`config.mk`:
```
export PLATFORM = sky130hd
export DESIGN_NAME = switch_debounce_tick
export DESIGN_NICKNAME = d
export VERILOG_FILES = /design/src/rtl/switch_debounce_tick.sv
export SDC_FILE = /design/constraint.sdc
export NUM_CORES = 1
export LEC_CHECK = 0
export BUFFER_PORTS_ARGS = -buffer_cell sky130_fd_sc_hd__buf_4
export CAP_MARGIN = 20
export CORE_UTILIZATION = 58
export DETAILED_ROUTE_END_ITERATION = 10
export MAX_ROUTING_LAYER = met4
export PLACE_DENSITY = 0.77
export SYNTH_ARGS = -nofsm -noshare
export SYNTH_HDL_FRONTEND = slang
export SYNTH_SLANG_ARGS = --single-unit
```
`constraint.sdc`:
```
create_clock -name clk -period 3.1 [get_ports clk]
set_clock_uncertainty 0.05 [all_clocks]
set_input_delay 0.155 -clock clk [delete_from_list [all_inputs] [get_ports clk]]
set_output_delay 0.155 -clock clk [all_outputs]
set_load 0.03 [all_outputs]
```
`src/rtl/switch_debounce_tick.sv`:
```
// Switch conditioner: 2-flop synchroniser, stable-time qualification FSM,
// registered debounced level and one-cycle rise/fall ticks.
module switch_debounce_tick #(
   parameter int STABLE_CYCLES = 1000,
   parameter int CNT_W         = 10
) (
   input  logic clk,
   input  logic reset_n,
   input  logic sw,
   output logic db_level,
   output logic rise_tick,
   output logic fall_tick
);

   typedef enum logic [1:0] {
      ZERO  = 2'b00,
      WAIT1 = 2'b01,
      ONE   = 2'b11,
      WAIT0 = 2'b10
   } state_t;

   localparam logic [CNT_W-1:0] CNT_LAST = CNT_W'(STABLE_CYCLES - 1);

   logic             s1, s2;
   state_t           state, state_nxt;
   logic [CNT_W-1:0] cnt, cnt_nxt;
   logic             rise_nxt, fall_nxt;

   // NOTE: sequential state uses non-blocking assignments so every flop
   // samples its pre-edge inputs; blocking here would collapse s1/s2 into one stage.
   always_ff @(posedge clk or negedge reset_n) begin
      if (!reset_n) begin
         s1 <= 1'b0;
         s2 <= 1'b0;
      end else begin
         s1 <= sw;
         s2 <= s1;
      end
   end

   always_ff @(posedge clk or negedge reset_n) begin
      if (!reset_n) begin
         state     <= ZERO;
         cnt       <= '0;
         rise_tick <= 1'b0;
         fall_tick <= 1'b0;
      end else begin
         state     <= state_nxt;
         cnt       <= cnt_nxt;
         rise_tick <= rise_nxt;
         fall_tick <= fall_nxt;
      end
   end

   // NOTE: every output of this block gets a default first, so no path
   // through the case leaves a signal unassigned and no latch is inferred.
   always_comb begin
      state_nxt = state;
      cnt_nxt   = cnt;
      rise_nxt  = 1'b0;
      fall_nxt  = 1'b0;
      unique case (state)
         ZERO: begin
            if (s2) begin
               state_nxt = WAIT1;
               cnt_nxt   = '0;
            end
         end
         WAIT1: begin
            if (!s2) begin
               state_nxt = ZERO;
            end else if (cnt == CNT_LAST) begin
               state_nxt = ONE;
               rise_nxt  = 1'b1;
            end else begin
               cnt_nxt = cnt + 1'b1;
            end
         end
         ONE: begin
            if (!s2) begin
               state_nxt = WAIT0;
               cnt_nxt   = '0;
            end
         end
         WAIT0: begin
            if (s2) begin
               state_nxt = ONE;
            end else if (cnt == CNT_LAST) begin
               state_nxt = ZERO;
               fall_nxt  = 1'b1;
            end else begin
               cnt_nxt = cnt + 1'b1;
            end
         end
         default: begin
            state_nxt = ZERO;
         end
      endcase
   end

   // Level is high while accepted-one, including while qualifying a release.
   assign db_level = (state == ONE) || (state == WAIT0);

endmodule
```
Word level (Yosys, flattened, before mapping)
Index checks and enable logic that the tools add are counted.
{ "word_totals": {"reg_bits": 16, "latchBits": 0, "ramBits": 0, "romBits": 0, "in_bits": 3, "memories": 0} }
{ "op_classes": {"addsub": 1, "n_mul": 0, "div": 0, "n_lt_le_gt_ge": 0, "n_eq_ne": 10, "n_shift": 0, "muxes": 18, "n_bitwise": 0, "reduce_logical": 4} }
{ "ops": {"columns": ["op", "count"], "rows": [
  ["two-way mux 10 bit", 5],
  ["case mux 10 bit (4 select lines)", 1],
  ["two-way mux 2 bit", 6],
  ["adder 10 x 1 -> 10 bit (second input constant)", 1],
  ["== test 10 bit (second input constant)", 1],
  ["inequality test 2 bit (second input constant)", 4],
  ["case mux 2 bit (4 select lines)", 1],
  ["AND reduction 4 bit", 2],
  ["inequality test 3 bit (second input constant)", 2],
  ["two-way mux 1 bit", 5],
  ["== test 2 bit (second input constant)", 2],
  ["== test 2 x 1 -> 1 bit (second input constant)", 1],
  ["logical NOT 2 bit", 1],
  ["logical OR 1 bit", 1]
]} }

Logic depth before layout (Yosys ltp)
Gate-level depths: netlist (run 1).
{ "logic_depth": {"ltp_word": 4, "depth_mapped": 7, "mapped_depth_nobuf": 6} }

Worst setup path before layout (run 1)
OpenSTA, ideal clock, no wires.
{ "synth_path": {"kind": "register to register", "startpoint": "reg state[0]", "endpoint": "reg cnt[3]", "setup_time_ns": 0.121, "t_arrival_ns": 1.683, "required_ns": 2.929, "setup_slack_ns": 1.247, "path_stages_with_launch": 8, "n_path_buf": 1, "synth_period_minus_slack_ns": 1.853, "cell_sequence": "dfrtp_1 > inv_1 > ha_1 > or2_2 > a21oi_2 > buf_4 > nand3_1 > a22o_1"} }
{ "synth_via": {"elab_chain_cells": 3} }
{ "synth_lines": {"columns": ["item", "line", "text"], "rows": [
  ["from (decl)", "25", "state_t state, state_nxt;"],
  ["from (signal assigned)", "48", "state <= state_nxt;"],
  ["== test 2 bit (tied with other cells)", "62", "unique case (state)"],
  ["inequality test 2 bit (no source line)", null, null],
  ["AND reduction 4 bit (no source line)", null, null],
  ["to (signal assigned)", "49", "cnt <= cnt_nxt;"],
  ["to (decl)", "26", "logic [CNT_W-1:0] cnt, cnt_nxt;"]
]} }
Parallel ways exist; a longest one is shown, timed or not.
A chain may end at the register's enable or synchronous reset.

Final worst setup path (run 1)
{ "layout_path": {"startpoint": "reg state[0]", "endpoint": "reg cnt[6]"} }
The elaborated chain is that of the path after synthesis.

==> summary.txt, run 1 <==
Routing
  • Drt total wl: approximately 1800 µm
  • Antenna-violating nets left: 0
  • Total number of vias: 787
  • Drt first-iter violations: 28
  • DR DRC count: 0
  • Drt pass-1 iters: 4
  • Vias per Instance: 6.35
  • Post-DR wirelength/cell: about 15 µm

Clocking
  • CTS Sinks: 16
  • Clock Pin Slew Worst Setup and Hold Paths: 0.10 ns
  • Clk_lat worst skew: 0.29 ns
  • Setup Buffers After CTS: 0
  • Number of buffers created by CTS: 3
  • TritonCTS clock tree: done
  • Post_cts resized: 0
  • Root Buffer: clkbuf_4
  • # H-tree levels: 1
  • Clock buffer depth: 2
  • Hold-fix buffers, CTS: 2

STA
  • Worst-Margin Slew: around 0.54 ns
  • Final hold violation count: 0
  • Fmax: 0.458 GHz
  • Max-slew headroom: between 60% and 70%
  • # setup viols final: 0
  • Hold_ws: about 0.21 ns
  • Max-slew violations: 0
  • Fin crit period: 2.18 ns
  • RSZ-0062 raised after global routing: no
  • Setup TNS: 0 ns
  • Crit share post-route: 70.5%

Setup path
  • Slowest stage delay, CP: between 0.4 and 0.5 ns
  • Slowest-stage cell, CP: a21oi_2
  • Worst Path Class, Setup: flop to flop
  • Worst Setup SP: state[0]$_DFFE_PN0P_
  • Crit-path max FO: 13
  • Crit path DAT: 2.36 ns
  • Crit path capture type: flop
  • CP required: 3.27 ns
  • CP cell instances: inv_1, ha_1, or2_2, a21oi_2, and3_1, a31o_1
  • Worst r2r path cells: 6
  • Bufs and invs on worst path: 1
  • Reg-to-Reg End: cnt[6]$_DFFE_PN0P_
  • R2r startpoint: state[0]$_DFFE_PN0P_
  • Worst path depth: 6
  • Family with the most delay on the worst path: simple AND/OR/NAND/NOR gates
  • Critical Path Source Type: flop
  • R2R Setup Slk: 0.92 ns

Logic synthesis
  • Mean Syn Cell Area: 9.61 µm²
  • Mapped Area: 971 µm²
  • Syn nets: 110
  • Yosys cell types: 37
  • Synthesis Warnings: 0
  • Synth Instances: 101
  • Synthesis-stage register bit count: 16
  • Post-synthesis sequential area ratio: 41.2%

Global routing
  • Initial antenna violation count: 0
  • First-pass GRT wire length: 3110 µm
  • GRT Overall Usage: a little under a quarter
  • Largest net degree at the start of global routing: 17
  • Vias in the first global route: 686
  • GRT Residual Overflow: 0

Placed design
  • Detailed Place HPWL: 1300 µm
  • Port-buffer cells: 5
  • Routability congestion estimate: 0.796

Hold path
  • Min-delay worst type: primary input to asynchronous set/reset pin

Power and ir drop
  • Pwr Density: 770 nW/µm²
  • Total leakage power: approximately 0.50 nW
  • Peak supply drop: 0.451 mV

Floorplanning
  • Number of core rows: 14
  • Core Footprint: 1540 µm²
  • # IOs: 6
  • Initial core utilization: 63.0%
  • Die X: 42.9 µm
  • Die H: 42.9 µm
  • Die ar.: 1840 µm²

Run
  • Number of max-cap violations: 0

Final layout
  • Commonest non-fill, non-tap cell in the layout: dfrtp_1
  • Share of cells above drive strength 1: 15.7%
  • Number of fill cells: 123
  • Diode count: 0
  • Most frequent cells in the layout: dfrtp_1 (16), inv_1 (8), nand3_1 (8), nand2_1 (7)
  • Synth-to-Final Area Change: 9.54%
  • Nets@finish: 118

Status
  • Status: finished, final reports clean
stage by stage:
stage | instance area [µm²] | std cells | total power, W | worst slack (ns) | utilization, %
3_3_place_gp | 1010 | 118 | 0.000663 | 1.11 | 65.3
4_1_cts | 1060 | 124 | 0.000816 | 0.959 | 69.0
2_1_floorplan | 971 | 101 | 0.000607 | 1.25 | -
3_5_place_dp | 1010 | 118 | 0.000673 | 0.992 | 65.3
6_report | 1060 | 124 | 0.000819 | 0.916 | 69.0
5_1_grt | 1060 | 124 | 0.000882 | 0.786 | 69.0
synthesized netlist by cell type, drive strengths merged:
cell	instances	share of area [%]
inv	8	3.1
and4bb	1	1.3
nand2b	1	0.64
and3	3	1.9
ha	6	7.7
a31oi	4	2.6
a22o	4	3.6
o21ba	1	1.0
nor2	6	2.3
dfrtp	16	41
mux2i	3	3.1
o22ai	1	0.64
o221ai	1	1.5
mux2	1	1.2
and4	1	1.0
nand2	7	2.7
and2	1	0.64
a21oi	2	1.4
nand4	4	3.2
or4	1	0.77
nor4	2	1.3
or2	1	0.64
a41o	1	1.0
a31o	2	1.8
nor3	1	0.51
o31ai	2	1.5
nor3b	1	0.77
nor2b	2	1.3
clkbuf	1	0.39
buf	3	1.8
o21ai	4	2.1
nand3	9	5.2
worst max path at each step:
stage / to
6_report: cnt[6]$_DFFE_PN0P_
5_1_grt: cnt[6]$_DFFE_PN0P_
4_1_cts: cnt[6]$_DFFE_PN0P_
3_5_place_dp: cnt[6]$_DFFE_PN0P_
3_3_place_gp: cnt[6]$_DFFE_PN0P_
2_1_floorplan: cnt[3]$_DFFE_PN0P_
final cells by class:
cell class	instances	area [µm²]	share of cell area, %
flip-flops and latches	16	400	37.6
well taps	16	20.0	1.88
inverters	8	30.0	2.82
multi-input cells	73	519	48.8
clock buffers	4	36.3	3.41
repair buffers	7	57.6	5.41
cell families after synthesis:
group	after synthesis	share of synthesized area, %
buf+inv	12	5.28
flops	16	41.2
fa+ha+maj	6	7.73
simple gates	41	24.2
mux	4	4.25
compound gates	22	17.3
sequential cells by signal, summed over array words and instances (netlist names):
signal     count
cnt           10
state          2
fall_tick      1
rise_tick      1
s1             1
s2             1
routing by layer:
layer	track usage (%)	part of all wire, %	vias up
li1	-	-	387
met1	33.5	51	372
met5	-	0	-
met4	3.75	0.22	0
met3	5.11	4.3	2
met2	32.4	45	26
where the power goes:
part,switching (W),internal (W)
Clock,0.0000679,0.0000715
Combinational,0.000250,0.000160
Sequential,0.0000317,0.000238
Total,0.000350,0.000469
Note: power is estimated with default switching activity, not from simulation.
==> inputs of run 2 (changes only) <==
--- a/config.mk
+++ b/config.mk
@@ -7,10 +7,10 @@
 export LEC_CHECK = 0
 export BUFFER_PORTS_ARGS = -buffer_cell sky130_fd_sc_hd__buf_4
 export CAP_MARGIN = 20
-export CORE_UTILIZATION = 58
+export CORE_UTILIZATION = 52
 export DETAILED_ROUTE_END_ITERATION = 10
 export MAX_ROUTING_LAYER = met4
-export PLACE_DENSITY = 0.77
+export PLACE_DENSITY = 0.73
 export SYNTH_ARGS = -nofsm -noshare
 export SYNTH_HDL_FRONTEND = slang
 export SYNTH_SLANG_ARGS = --single-unit
==> constraint.sdc (replaced) <==
create_clock -name clk -period 2 [get_ports clk]
set_clock_uncertainty 0.05 [all_clocks]
set_input_delay 0.1 -clock clk [delete_from_list [all_inputs] [get_ports clk]]
set_output_delay 0.1 -clock clk [all_outputs]
set_load 0.03 [all_outputs]
==> run 2 against run 1 <==
Against the previous run:
- wire length grew 8.4%
- critical endpoint is now cnt[9]$_DFFE_PN0P_
- via count decreased by 0.64%
- non-clock buffer count rose by 4
==> summary.txt, run 2 (synthesis gave the netlist of run 1 again) <==
Setup path
  • Slowest stage delay, CP: ~0.4 ns
  • Slowest-stage cell, CP: dfrtp_1
  • CP required: 2.11 ns
  • Critical Path Source Type: flop
  • Crit path DAT: 2.01 ns
  • Crit-path max FO: 6
  • Family with the most delay on the worst path: simple AND/OR/NAND/NOR gates
  • Bufs and invs on worst path: 2
  • CP cell instances: inv_1, ha_1, or2_2, a21oi_4, buf_4, and2_1, o221ai_2
  • Crit path capture type: flop
  • Worst Path Class, Setup: flop to flop

Global routing
  • Initial antenna violation count: 0
  • GRT Residual Overflow: 0
  • Vias in the first global route: 686
  • Largest net degree at the start of global routing: 17
  • GRT Overall Usage: 23.1%
  • First-pass GRT wire length: between 3000 and 4000 µm

Routing
  • Post-DR wirelength/cell: 14.5 µm
  • Vias per Instance: 5.75
  • Drt first-iter violations: 17
  • DR DRC count: 0
  • Total number of vias: 782
  • Drt pass-1 iters: 4
  • Drt total wl: 1980 µm
  • Antenna-violating nets left: 0

Placed design
  • Port-buffer cells: 5
  • Detailed Place HPWL: roughly 1400 µm
  • Post-DP Area: 1050 µm²
  • Routability congestion estimate: 0.872

Final layout
  • Largest reg by FF count: cnt
  • Synth-to-Final Area Change: 13.1%
  • Commonest non-fill, non-tap cell in the layout: dfrtp_1
  • Number of fill cells: approximately 150
  • Biggest regs: cnt x10, state x2
  • Share of cells above drive strength 1: a little under a fifth
  • Max reg flops: 10
  • Diode count: 0
  • Nets@finish: ~120
  • Most frequent cells in the layout: dfrtp_1 (16), buf_4 (9), inv_1 (8), nand3_1 (8), nand2_1 (7)
  • Design Area, Final: 1100 µm²

STA
  • Max-slew violations: 0
  • Fin crit period: between 1.5 and 2 ns
  • Final hold violation count: 0
  • Max-slew headroom: 69.5%
  • Worst-Margin Slew: 0.453 ns
  • # setup viols final: 0
  • Hold_ws: 0.164 ns
  • Setup TNS: 0 ns
  • Fmax: ~0.53 GHz
  • RSZ-0062 raised after global routing: no
  • Crit share post-route: 95.1%

Floorplanning
  • # IOs: 6
  • Die ar.: ~2000 µm²
  • Number of core rows: 15
  • Initial core utilization: 55.6%
  • Core Footprint: around 1700 µm²
  • Die H: 45.2 µm
  • Die X: 45.2 µm

Power and ir drop
  • Internal power: 0.000751 W
  • Sw frac: 42.7%
  • Total leakage power: 0.511 nW
  • Pwr Density: 1190 nW/µm²
  • Flop pwr share: about a third
  • Clk pwr share: around 13%
  • Switching power: ~0.00056 W
  • Gate power share: 55.8%
  • Peak supply drop: 0.722 mV

Clocking
  • # H-tree levels: 1
  • TritonCTS clock tree: done
  • Clock buffer depth: 2
  • Clk_lat worst skew: 0.28 ns
  • CTS Sinks: 16
  • Clock Pin Slew Worst Setup and Hold Paths: 0.09 ns
  • Number of buffers created by CTS: 3
  • Root Buffer: clkbuf_4
  • Setup Buffers After CTS: 0

Run
  • Number of max-cap violations: 0

Hold path
  • Min-delay worst type: primary input to asynchronous set/reset pin

Status
  • Status: finished, final reports clean
-- run 2: cell type report --
type	count	area (µm²)	area share (%)
inverters	8	30.0	2.73
flip-flops and latches	16	400	36.4
clock buffers	3	22.5	2.05
multi-input cells	73	527	48.0
repair buffers	11	87.6	7.97
well taps	25	31.3	2.85
-- run 2: power by group through the flow --
stage	clock (W)	sequential [W]	combinational, W
floorplan	0	0.000410	0.000530
global placement	0	0.000422	0.000681
detailed placement	0	0.000421	0.000707
CTS	0.000168	0.000414	0.000715
global route	0.000183	0.000425	0.000819
finish	0.000164	0.000415	0.000731
-- run 2: per-stage QoR --
| step | cells | setup slack, ns | util [%] | total power [W] |
|---|---|---|---|---|
| 3_5_place_dp | 131 | 0.0763 | 60.1 | 0.00113 |
| 5_1_grt | 136 | 0.0107 | 62.9 | 0.00143 |
| 2_1_floorplan | 101 | 0.147 | - | 0.000940 |
| 6_report | 136 | 0.0979 | 62.9 | 0.00131 |
| 4_1_cts | 136 | 0.0529 | 62.5 | 0.00130 |
| 3_3_place_gp | 131 | 0.128 | 60.1 | 0.00110 |
-- run 2: layer usage --
layer	track usage (%)	part of all wire [%]	vias up
met5	-	0	-
met1	34.5	49	365
met3	3.60	2.6	2
met4	5.45	0.66	0
li1	-	-	397
met2	32.5	47	18
-- run 2: what timing repair did --
item / in CTS / in global routing
resized for setup: 0 / 1
hold buffers: 2 / 0
endpoints found under the setup margin: 0 / 10
endpoints found under the hold margin: 17 / 0
-- run 2: path summary, 6_finish.rpt --
check,from,to,slack [ns],cells after the start
setup / recovery,state[0]$_DFFE_PN0P_,cnt[9]$_DFFE_PN0P_,0.1,7
hold / removal,reset_n,cnt[5]$_DFFE_PN0P_,0.16,2
setup reg to reg,state[0]$_DFFE_PN0P_,cnt[9]$_DFFE_PN0P_,0.1,7
hold reg to reg,s1$_DFF_PN0_,s2$_DFF_PN0_,0.31,0
max in group asynchronous,reset_n,cnt[1]$_DFFE_PN0P_,1.56,2
min in group clk,s1$_DFF_PN0_,s2$_DFF_PN0_,0.31,0
==> inputs of run 3 (changes only) <==
==> constraint.sdc (replaced) <==
create_clock -name clk -period 2 [get_ports clk]
set_clock_uncertainty 0.05 [all_clocks]
set_input_delay 0.1 -clock clk [delete_from_list [all_inputs] [get_ports clk]]
set_output_delay 0.1 -clock clk [all_outputs]
set_load 0.1 [all_outputs]
==> run 3 against run 2 <==
Against the previous run:
- worst hold slack got worse by 0.0085 ns
- power increased by 4.7%
- first-iteration DRC count increased by 5.9%
- critical endpoint is now cnt[8]$_DFFE_PN0P_
- critical path depth decreased by 1
- largest power group unchanged
- global-route usage increased by 0.73 points
- highest routed layer unchanged
==> summary.txt, run 3 (synthesis gave the netlist of run 1 again) <==
Global routing
  • Met2 Track Usage GR: 37.1%
  • Largest net degree at the start of global routing: 17
  • Initial antenna violation count: 0
  • GRT Residual Overflow: 0
  • Vias in the first global route: 697
  • GRT Overall Usage: 23.8%
  • First-pass GRT wire length: 3330 µm
  • Global-route met1 utilization: 31.1%
  • GRT met3 Usage: 3.60%
  • GR peak layer: met2

STA
  • Fin crit period: 1.91 ns
  • Max-slew violations: 0
  • # setup viols final: 0
  • Fmax: 0.524 GHz
  • Final hold violation count: 0
  • Hold_ws: 0.155 ns
  • Max-slew headroom: approximately 67%
  • Setup ws final: 0.0928 ns
  • RSZ-0062 raised after global routing: no
  • Crit share post-route: around 95%
  • Worst-Margin Slew: 0.488 ns
  • Setup TNS: 0 ns

Clocking
  • Number of buffers created by CTS: 3
  • TritonCTS clock tree: done
  • Clock Pin Slew Worst Setup and Hold Paths: 0.09 ns
  • CTS Sinks: 16
  • Clock buffer depth: 2
  • # H-tree levels: 1
  • Clk_lat worst skew: 0.28 ns
  • Root Buffer: clkbuf_4

Final layout
  • Nets@finish: 120
  • Max reg flops: 10
  • Number of fill cells: 159
  • Largest reg by FF count: cnt
  • Synth-to-Final Area Change: 11.9%
  • Final std cells w/o fill: 134
  • Diode count: 0
  • Most frequent cells in the layout: dfrtp_1 (16), inv_1 (8), nand3_1 (8), nand2_1 (7), buf_4 (7)
  • Commonest non-fill, non-tap cell in the layout: dfrtp_1
  • Biggest regs: cnt x10, state x2
  • Share of cells above drive strength 1: ~17%

Placed design
  • Detailed Place HPWL: 1440 µm
  • Routability congestion estimate: 0.875
  • Setup WS pre-CTS: 0.0198 ns
  • Placed cells: 129
  • Port-buffer cells: 5

Power and ir drop
  • Peak supply drop: between 0.7 and 0.8 mV
  • Total leakage power: 0.502 nW
  • Pwr Density: about 1300 nW/µm²

Routing
  • Drt total wl: about 2000 µm
  • Vias per Instance: 5.89
  • Post-DR wirelength/cell: 14.9 µm
  • Antenna-violating nets left: 0
  • DR DRC count: 0
  • Drt first-iter violations: 18
  • Total number of vias: 789
  • Drt pass-1 iters: 4

Setup path
  • CP required: 2.17 ns
  • Slowest-stage cell, CP: dfrtp_1
  • Slowest stage delay, CP: 0.41 ns
  • CP cell instances: inv_1, ha_1, or2_4, a21oi_4, and3_1, a31o_1
  • Crit path DAT: 2.08 ns
  • Critical Path Source Type: flop
  • Crit-path max FO: 11
  • Worst Path Class, Setup: flop to flop
  • Crit path capture type: flop

Floorplanning
  • Die H: 45.2 µm
  • Initial core utilization: 55.6%
  • Die ar.: approximately 2000 µm²
  • # IOs: 6
  • Die X: around 45 µm
  • Number of core rows: 15
  • Core Footprint: 1750 µm²

Run
  • Number of max-cap violations: 0

Hold path
  • Min-delay worst type: primary input to asynchronous set/reset pin

Status
  • Status: finished, final reports clean
[run 3: changes by cell type in the layout (fill, tap and decap cells not counted), sizes merged]
cell | previous run | this run
buf | 9 | 7
[run 3: per-stage QoR]
stage / util (%) / power, W / area, µm²
4_1_cts: 62.2 / 0.00137 / 1090
3_5_place_dp: 59.4 / 0.00118 / 1040
6_report: 62.2 / 0.00137 / 1090
3_3_place_gp: 59.4 / 0.00116 / 1040
5_1_grt: 62.2 / 0.00147 / 1090
2_1_floorplan: - / 0.00103 / 973
[run 3: timing repair]
| action | in CTS | in global routing |
|---|---|---|
| hold buffers | 2 | 0 |
| resized for setup | 1 | 0 |
| endpoints found under the setup margin | 2 | 0 |
| buffers inserted | 0 | 0 |
| hold endpoints to repair | 17 | 0 |
[run 3: final cells by class]
type | count | area [µm²] | area share (%)
multi-input combinational | 73 | 529 | 48.7
sequential | 16 | 400 | 36.9
timing repair buffer | 9 | 72.6 | 6.68
tap | 25 | 31.3 | 2.88
inverter | 8 | 30.0 | 2.76
clock buffer | 3 | 22.5 | 2.07
[run 3: power breakdown]
group,switching (W),leakage [nW],internal [W],total (W)
Sequential,0.0000501,0.210,0.000368,0.000418
Combinational,0.000493,0.277,0.000294,0.000787
Clock,0.0000971,0.0138,0.0000699,0.000167
[run 3: critical path: cells and delay by family (launching register included)]
kind,cells,cell delay [ns]
buffers and inverters,1,0.10
AND/OR/NAND/NOR,2,0.59
adder cells (fa/ha/maj),1,0.23
flip-flops,1,0.41
AO/OA/AOI/OAI,2,0.45
[run 3: path summary, 6_finish.rpt]
check | from | end | slack (ns) | cells after the start
min reg2reg | s1$_DFF_PN0_ | s2$_DFF_PN0_ | 0.33 | 0
max reg2reg | state[0]$_DFFE_PN0P_ | cnt[8]$_DFFE_PN0P_ | 0.09 | 6
min in group clk | s1$_DFF_PN0_ | s2$_DFF_PN0_ | 0.33 | 0
max | state[0]$_DFFE_PN0P_ | cnt[8]$_DFFE_PN0P_ | 0.09 | 6
min | reset_n | state[0]$_DFFE_PN0P_ | 0.16 | 2
max in group asynchronous | reset_n | cnt[4]$_DFFE_PN0P_ | 1.56 | 2
[run 3: routing by layer]
layer	wire, µm	up-vias
met2	950	12
met5	0	-
met1	971	381
met4	38	0
li1	-	392
met3	41	4
